File: src/rtl/mp3_dct_pkg.sv
// mp3_dct_pkg
// Shared definitions for the 4-point DCT-II / DCT-III (IDCT) datapaths.
// Contents:
//   FRAC_BITS, Q_ONE : Q1.14 fixed-point format of the transform constants
//   CW               : width of one transform constant
//   DCT2_C[k][n]     : forward DCT-II constants, cos(pi/4*k*(n+0.5)) in Q1.14
//   IDCT_C[k][n]     : inverse constants, 0.5*w_k*cos(pi/4*k*(n+0.5)) in Q1.14
//                      with w_0 = 0.5 and w_k = 1 otherwise
//   state_t          : sequencing state of the serial MAC transform blocks
// All constants are truncated toward zero.
package mp3_dct_pkg;

  localparam int FRAC_BITS = 14;
  localparam int Q_ONE     = 16384;
  localparam int CW        = 16;

  // Forward table: row k is the k-th cosine basis sampled at n = 0..3.
  localparam logic signed [CW-1:0] DCT2_C [4][4] = '{
    '{ 16'sd16384,  16'sd16384,  16'sd16384,  16'sd16384},
    '{ 16'sd15136,  16'sd6269,  -16'sd6269,  -16'sd15136},
    '{ 16'sd11585, -16'sd11585, -16'sd11585,  16'sd11585},
    '{ 16'sd6269,  -16'sd15136,  16'sd15136, -16'sd6269 }
  };

  // Inverse table: row k holds the weight of X[k] in each output sample x[n].
  // The DC row carries the extra 0.5 so the pair is an exact inverse.
  localparam logic signed [CW-1:0] IDCT_C [4][4] = '{
    '{ 16'sd4096,  16'sd4096,  16'sd4096,  16'sd4096},
    '{ 16'sd7568,  16'sd3134, -16'sd3134, -16'sd7568},
    '{ 16'sd5792, -16'sd5792, -16'sd5792,  16'sd5792},
    '{ 16'sd3134, -16'sd7568,  16'sd7568, -16'sd3134}
  };

  typedef enum logic [1:0] {
    IDLE,
    MAC,
    ROUND,
    OUT
  } state_t;

endpackage

File: src/rtl/mp3_round_sat.sv
// mp3_round_sat
// Combinational conversion of a wide fixed-point accumulator to a DW-bit
// sample: round half up at FRAC_BITS, then clamp to the signed DW range.
// Ports:
//   acc    in  AW  signed accumulator with FRAC_BITS fractional bits
//   sample out DW  signed rounded and saturated integer sample
module mp3_round_sat #(
  parameter int AW        = 32,
  parameter int DW        = 16,
  parameter int FRAC_BITS = 14
) (
  input  logic signed [AW-1:0] acc,
  output logic signed [DW-1:0] sample
);

  // One guard bit on top so the rounding add can never wrap.
  localparam logic signed [AW:0] HALF    = {{(AW-FRAC_BITS+1){1'b0}}, 1'b1, {(FRAC_BITS-1){1'b0}}};
  localparam logic signed [AW:0] SAT_MAX = {{(AW-DW+2){1'b0}}, {(DW-1){1'b1}}};
  localparam logic signed [AW:0] SAT_MIN = {{(AW-DW+2){1'b1}}, {(DW-1){1'b0}}};

  logic signed [AW:0] sum;
  logic signed [AW:0] shifted;

  always_comb begin
    sum     = $signed({acc[AW-1], acc}) + HALF;
    // Arithmetic shift floors, so the add above gives round-half-up.
    shifted = sum >>> FRAC_BITS;
    if (shifted > SAT_MAX) begin
      sample = SAT_MAX[DW-1:0];
    end else if (shifted < SAT_MIN) begin
      sample = SAT_MIN[DW-1:0];
    end else begin
      sample = shifted[DW-1:0];
    end
  end

endmodule

File: src/rtl/idct_t3.sv
// idct_t3
// Serial 4-point inverse DCT (DCT-III). One coefficient group is accepted
// per handshake. The block spends four cycles multiplying one coefficient
// by a table row into four parallel accumulators, then one cycle rounding
// and saturating. It holds the samples until the output handshake.
// Ports:
//   clk                       in   clock
//   reset                     in   synchronous active-high reset
//   coef0..coef3              in   DW signed spectral inputs X[0..3]
//   in_valid / in_ready       in/out input handshake (ready only when idle)
//   out_sample0..out_sample3  out  DW signed reconstructed samples x[0..3]
//   out_valid / out_ready     out/in output handshake
module idct_t3 #(
  parameter int DW        = 16,
  parameter int FRAC_BITS = 14,
  parameter int AW        = 32
) (
  input  logic                 clk,
  input  logic                 reset,
  input  logic signed [DW-1:0] coef0,
  input  logic signed [DW-1:0] coef1,
  input  logic signed [DW-1:0] coef2,
  input  logic signed [DW-1:0] coef3,
  input  logic                 in_valid,
  output logic                 in_ready,
  output logic signed [DW-1:0] out_sample0,
  output logic signed [DW-1:0] out_sample1,
  output logic signed [DW-1:0] out_sample2,
  output logic signed [DW-1:0] out_sample3,
  output logic                 out_valid,
  input  logic                 out_ready
);

  import mp3_dct_pkg::*;

  localparam int PW = DW + CW;

  state_t               state;
  state_t               state_next;
  logic [1:0]           k_cnt;
  logic signed [DW-1:0] coef_reg   [4];
  logic signed [DW-1:0] coef_sel;
  logic signed [PW-1:0] prod       [4];
  logic signed [AW-1:0] acc        [4];
  logic signed [DW-1:0] rounded    [4];
  logic signed [DW-1:0] sample_reg [4];

  // State register.
  always_ff @(posedge clk) begin
    if (reset) begin
      state <= IDLE;
    end else begin
      state <= state_next;
    end
  end

  // Next state and handshake flags. Both flags depend only on the state
  // register, so neither valid nor ready has a combinational input path.
  always_comb begin
    state_next = state;
    in_ready   = 1'b0;
    out_valid  = 1'b0;
    case (state)
      IDLE: begin
        in_ready = 1'b1;
        if (in_valid) begin
          state_next = MAC;
        end
      end
      MAC: begin
        if (k_cnt == 2'd3) begin
          state_next = ROUND;
        end
      end
      ROUND: begin
        state_next = OUT;
      end
      OUT: begin
        out_valid = 1'b1;
        if (out_ready) begin
          state_next = IDLE;
        end
      end
      default: begin
        state_next = IDLE;
      end
    endcase
  end

  // One coefficient is broadcast per cycle against row k of the table,
  // giving that coefficient's contribution to all four samples at once.
  always_comb begin
    coef_sel = coef_reg[k_cnt];
    for (int n = 0; n < 4; n++) begin
      prod[n] = PW'(coef_sel) * PW'(IDCT_C[k_cnt][n]);
    end
  end

  // Datapath: latch on accept, accumulate during MAC (k=0 loads so no
  // explicit clear is needed between groups), capture samples in ROUND.
  always_ff @(posedge clk) begin
    if (reset) begin
      k_cnt <= 2'd0;
      for (int n = 0; n < 4; n++) begin
        coef_reg[n]   <= '0;
        acc[n]        <= '0;
        sample_reg[n] <= '0;
      end
    end else begin
      case (state)
        IDLE: begin
          if (in_valid) begin
            coef_reg[0] <= coef0;
            coef_reg[1] <= coef1;
            coef_reg[2] <= coef2;
            coef_reg[3] <= coef3;
            k_cnt       <= 2'd0;
          end
        end
        MAC: begin
          for (int n = 0; n < 4; n++) begin
            if (k_cnt == 2'd0) begin
              acc[n] <= AW'(prod[n]);
            end else begin
              acc[n] <= acc[n] + AW'(prod[n]);
            end
          end
          k_cnt <= k_cnt + 2'd1;
        end
        ROUND: begin
          for (int n = 0; n < 4; n++) begin
            sample_reg[n] <= rounded[n];
          end
        end
        default: begin
        end
      endcase
    end
  end

  // One rounding/saturation slice per output sample.
  for (genvar g = 0; g < 4; g++) begin : g_round
    mp3_round_sat #(
      .AW        (AW),
      .DW        (DW),
      .FRAC_BITS (FRAC_BITS)
    ) u_round_sat (
      .acc    (acc[g]),
      .sample (rounded[g])
    );
  end

  assign out_sample0 = sample_reg[0];
  assign out_sample1 = sample_reg[1];
  assign out_sample2 = sample_reg[2];
  assign out_sample3 = sample_reg[3];

endmodule

File: config.mk
export PLATFORM = sky130hd
export DESIGN_NAME = idct_t3
export DESIGN_NICKNAME = d
export VERILOG_FILES = /design/src/rtl/mp3_dct_pkg.sv /design/src/rtl/mp3_round_sat.sv /design/src/rtl/idct_t3.sv
export SDC_FILE = /design/constraint.sdc
export NUM_CORES = 2
export LEC_CHECK = 0
export CAP_MARGIN = 5
export CORE_ASPECT_RATIO = 2
export CORE_MARGIN = 1
export CORE_UTILIZATION = 40
export CTS_CLUSTER_DIAMETER = 120
export DETAILED_ROUTE_END_ITERATION = 12
export GPL_TIMING_DRIVEN = 0
export SYNTH_ARGS = -nofsm -noshare
export SYNTH_HDL_FRONTEND = slang
export SYNTH_HIERARCHICAL = 1
export SYNTH_SLANG_ARGS = --single-unit
export TNS_END_PERCENT = 10
File: constraint.sdc
create_clock -name clk -period 29.9 [get_ports clk]
set_input_delay 2.99 -clock clk [delete_from_list [all_inputs] [get_ports clk]]
set_output_delay 2.99 -clock clk [all_outputs]
set_load 0.01 [all_outputs]
Word level (Yosys, flattened, before mapping)
Memories as Yosys holds them, arrays and structs flattened. A register that Yosys moved wholly into a read port is not among the register bits. Index checks and enable logic that the tools add are counted.

Register bits: 4. Bits of input ports: 68. Bits in writable memories: 256. Bits in read-only memories: 0. Latch bits: 0. Memories kept: 3. Logic and storage cells: 110. Output and inout bits: 66.

Multipliers: 4. Reductions and logical operators: 5. Bitwise operators: 17. Multiplexer cells: 54. Shifts and indexed selects: 0. Add/subtract/negate cells: 9. Div/mod/pow operators: 0. $lt $le $gt $ge: 9. Equal/unequal tests: 7.

Memories: acc (depth 4, width 32, rd ports 4, clocked after memory_dff 0, wr ports 4, RTL line idct_t3.sv:44) `logic signed [AW-1:0] acc [4];`; coef_reg (depth 4, width 16, rd ports 1, clocked after memory_dff 1, wr ports 4, RTL line idct_t3.sv:41) `logic signed [DW-1:0] coef_reg [4];`; sample_reg (depth 4, width 16, rd ports 4, clocked after memory_dff 0, wr ports 4, RTL line idct_t3.sv:46) `logic signed [DW-1:0] sample_reg [4];`.

Operators by type and width (count): $mux W16 (16); $mux W32 (8); $add A32 B15 Y33 const B (4); $add A32 B32 Y32 (4); $bmux W64 S2 (1); $mul A16 B16 Y32 (4); $mux W64 (2); $gt A19 B16 Y1 const B (4); $lt A19 B16 Y1 const B (4); $mux W1 (19); $or A1 B1 Y1 (16); $mux W2 (6); $pmux W2 S4 (1); $eq A2 B2 Y1 const B (3); $ne A2 B2 Y1 const B (3); $logic_not A2 Y1 (2); $pmux W2 S2 (1); $ge A3 B3 Y1 const B (1); $not A2 Y3 (1); $reduce_and A3 Y1 (1); $add A2 B1 Y2 const B (1); $eq A2 B1 Y1 const B (1); $reduce_and A2 Y1 (1); $reduce_bool A2 Y1 (1).

Depth between registers and ports, before layout
Depth in word-level cells: 7. Depth in mapped cells: 38. Gate-level depth less buffers: 36.

Modules after synthesis
Netlist, hierarchy kept.

Modules (own cells, without submodules): idct_t3 (cells an instance 4484, seq. area each 7687.4 um^2, instances 1, area an instance 44559.0 um^2); mp3_round_sat (g_round[0].u_round_sat ...) (cells an instance 75, seq. area each 0.0 um^2, instances 3, area an instance 474.2 um^2); mp3_round_sat (g_round[3].u_round_sat) (cells an instance 109, seq. area each 0.0 um^2, instances 1, area an instance 744.5 um^2).

Worst setup path before layout
OpenSTA, ideal clock, no wires.

Path kind: register -> register. Start point: register (tool-made name). End point: memory acc[0][31] (data pin). Library setup time: 0.266 ns. Data required time: 29.634 ns. Period minus slack after synthesis: 9.687 ns. Buffers on the path: 3. Setup slack: 20.213 ns. Arrival time: 9.421 ns. Stages on the path, launching flop included: 35. Cell sequence: dfxtp_1 clkbuf_1 buf_1 mux4_2 clkbuf_1 nand2_1 inv_1 fa_1 inv_1 fa_1 inv_1 fa_1 fa_1 fa_1 inv_1 fa_1 inv_1 ha_1 a21o_1 a21o_1 a21o_1 a41o_1 a31o_2 a21oi_1 o21ai_0 xor2_1 ha_1 o41ai_1 a31o_2 a31oi_1 a41o_1 o41ai_1 mux2i_1 xnor2_1 nor2_1.

RTL lines (RTL line): end, declared (idct_t3.sv:44).

==> metrics.txt <==
status=complete, no violations; vias in the first global route=38,000; first-pass GRT wire length=245,000 um; Final #Nets=6,322; die area=118,000 sq um; CTS tree=built; Setup Total Neg Slack=0 ps; Avg Inst Size Synth=9.70 sq um; FMAX=75.6 MHz; CP Launch Type=register; I/O pins=134; DRT iter0 DRCs=1,997; Starting Density=40.3%; critical path's most frequent cell=fa_1; Num CTS Buffers=30; Vias=35,500; Least-Margin Pin Slew=1470 ps; CP max-delay cell=clkbuf_1; DRC errors left=0; dpl hpwl=142,000 um; YS warnings=6; post-CTS sizing=0; Clk Latency, worst-skew pair=700 ps; WP data arrival=13,590 ps; Synth Net Count=6,147; Required @ worst endpoint=30,270 ps; Fin Hold WS=581 ps; Clock Tree Root=clkbuf_16; largest net degree at the start of global routing=55; crit path max fanout=11; Setup crit end kind=register; Post-CTS Setup Repair Bufs=0; total clock sinks=258; Util after Layout=44.2%; Routed WL=170,000 um; GP Congestion=1.05; Largest register FFs=124; H-tree levels=1; Cell Area, Synth=46,700 sq um; Final Hold Fails=0; FP Rows=177; hold buffer count at cts=0; Slew HR=2.01%; Critical Path Max Stage Delay=1110 ps; GRT Total Usage=29.1%; placed cell count=6,480; DR WL/cell=26.0 um; Synth-to-Final Area Change=9.73%; fraction of layout cells with a size suffix above 1=2.67%; part of the cycle the worst path needs=44.2%; final setup fails=0; Congestion Overflow GR=0; Max Cap Viol=0; post-route antenna net violation count=0; Worst Hold Class=reg -> reg; Synth Instances=4,817; Die Width=244 um; core area=116,000 sq um; worst reg-to-reg setup slack=16,670 ps; IO buf count=133; final std cells w/o fill=6,552; Filler Cell Count=11,400; Final min period=13,230 ps; Vias/cell=5.41; CP Class=reg -> reg; max-slew violation count=0; initial antenna violation count=3; RSZ-0062 raised after global routing=no; clk buf depth=3; First-pass DRT Iterations=5; die height=485 um; Worst-path clk slew=70 ps; Setup Skew=62.2 ps
per-layer routing:
metal  routed length (um)  vias to the layer above  GRT usage (%)
met5                   13                        -              0
met4                19600                        2           27.4
met3                 8400                      560           3.98
met2                89300                     1222           53.8
met1                52700                    17800           27.2
li1                     -                    15900              -
path summary, 6_finish.rpt:
path | start | end | depth (start not counted)
min reg2reg | state[0]$_SDFFE_PP0P_ | state[0]$_SDFFE_PP0P_ | 2
max | k_cnt[0]$_SDFFE_PP0P_ | acc[0][63]$_SDFFCE_PN0P_ | 32
max reg2reg | k_cnt[0]$_SDFFE_PP0P_ | acc[0][63]$_SDFFCE_PN0P_ | 32
min | state[0]$_SDFFE_PP0P_ | state[0]$_SDFFE_PP0P_ | 2
critical path: cells and delay by family, from the launching register on:
family / cells / cell delay [ps]
fa+ha+maj: 9 / 4040
xor+xnor: 2 / 530
simple gates: 4 / 700
buf+inv: 9 / 4330
flops: 1 / 600
compound gates: 8 / 2680
stage by stage:
stage          setup slack [ps]  area (sq um)
3_3_place_gp              16950         50000
4_1_cts                   16810         51200
2_1_floorplan             20210         46700
3_5_place_dp              16850         50200
5_1_grt                   16230         51300
6_report                  16670         51300
cells in the final DEF, fill, tap and decap left out, drive strengths merged, types with 7 or more instances in the layout:
cell and n:
buf 35, xnor2 174, clkinv 10, o21a 48
nor2 272, nor3 63, nor4 11, ha 517
a211oi 27, a2111oi 12, edfxtp 252, a31o 8
nand3 47, and3 32, mux2i 24, nor2b 58
and2 194, o21ai 127, nand2 256, a31oi 30
nand4 19, clkbuf 119, a41oi 11, nand2b 63
o21bai 30, mux4 16, or4 7, a21oi 252
diode 15, fa 745, xor2 96, or3 17
clkdlybuf4s50 133, nor3b 7, o31ai 11, o211ai 25
a211o 11, a21o 79, inv 1062
final cells by class:
| type | count | area [sq um] | area share (%) |
|---|---|---|---|
| sequential | 258 | 7690 | 15.0 |
| multi-input combinational | 3392 | 34600 | 67.4 |
| antenna | 15 | 37.5 | 0.0732 |
| inverter | 1052 | 3950 | 7.70 |
| clock buffer | 30 | 751 | 1.46 |
| timing repair buffer | 143 | 1550 | 3.03 |
| tap | 1521 | 1900 | 3.71 |
| clock inverter | 26 | 283 | 0.552 |
| buffer | 115 | 526 | 1.03 |
Power is left out: the tool's default activity adds up to more than one toggle a clock period on the data nets, which glitch-free logic cannot reach.
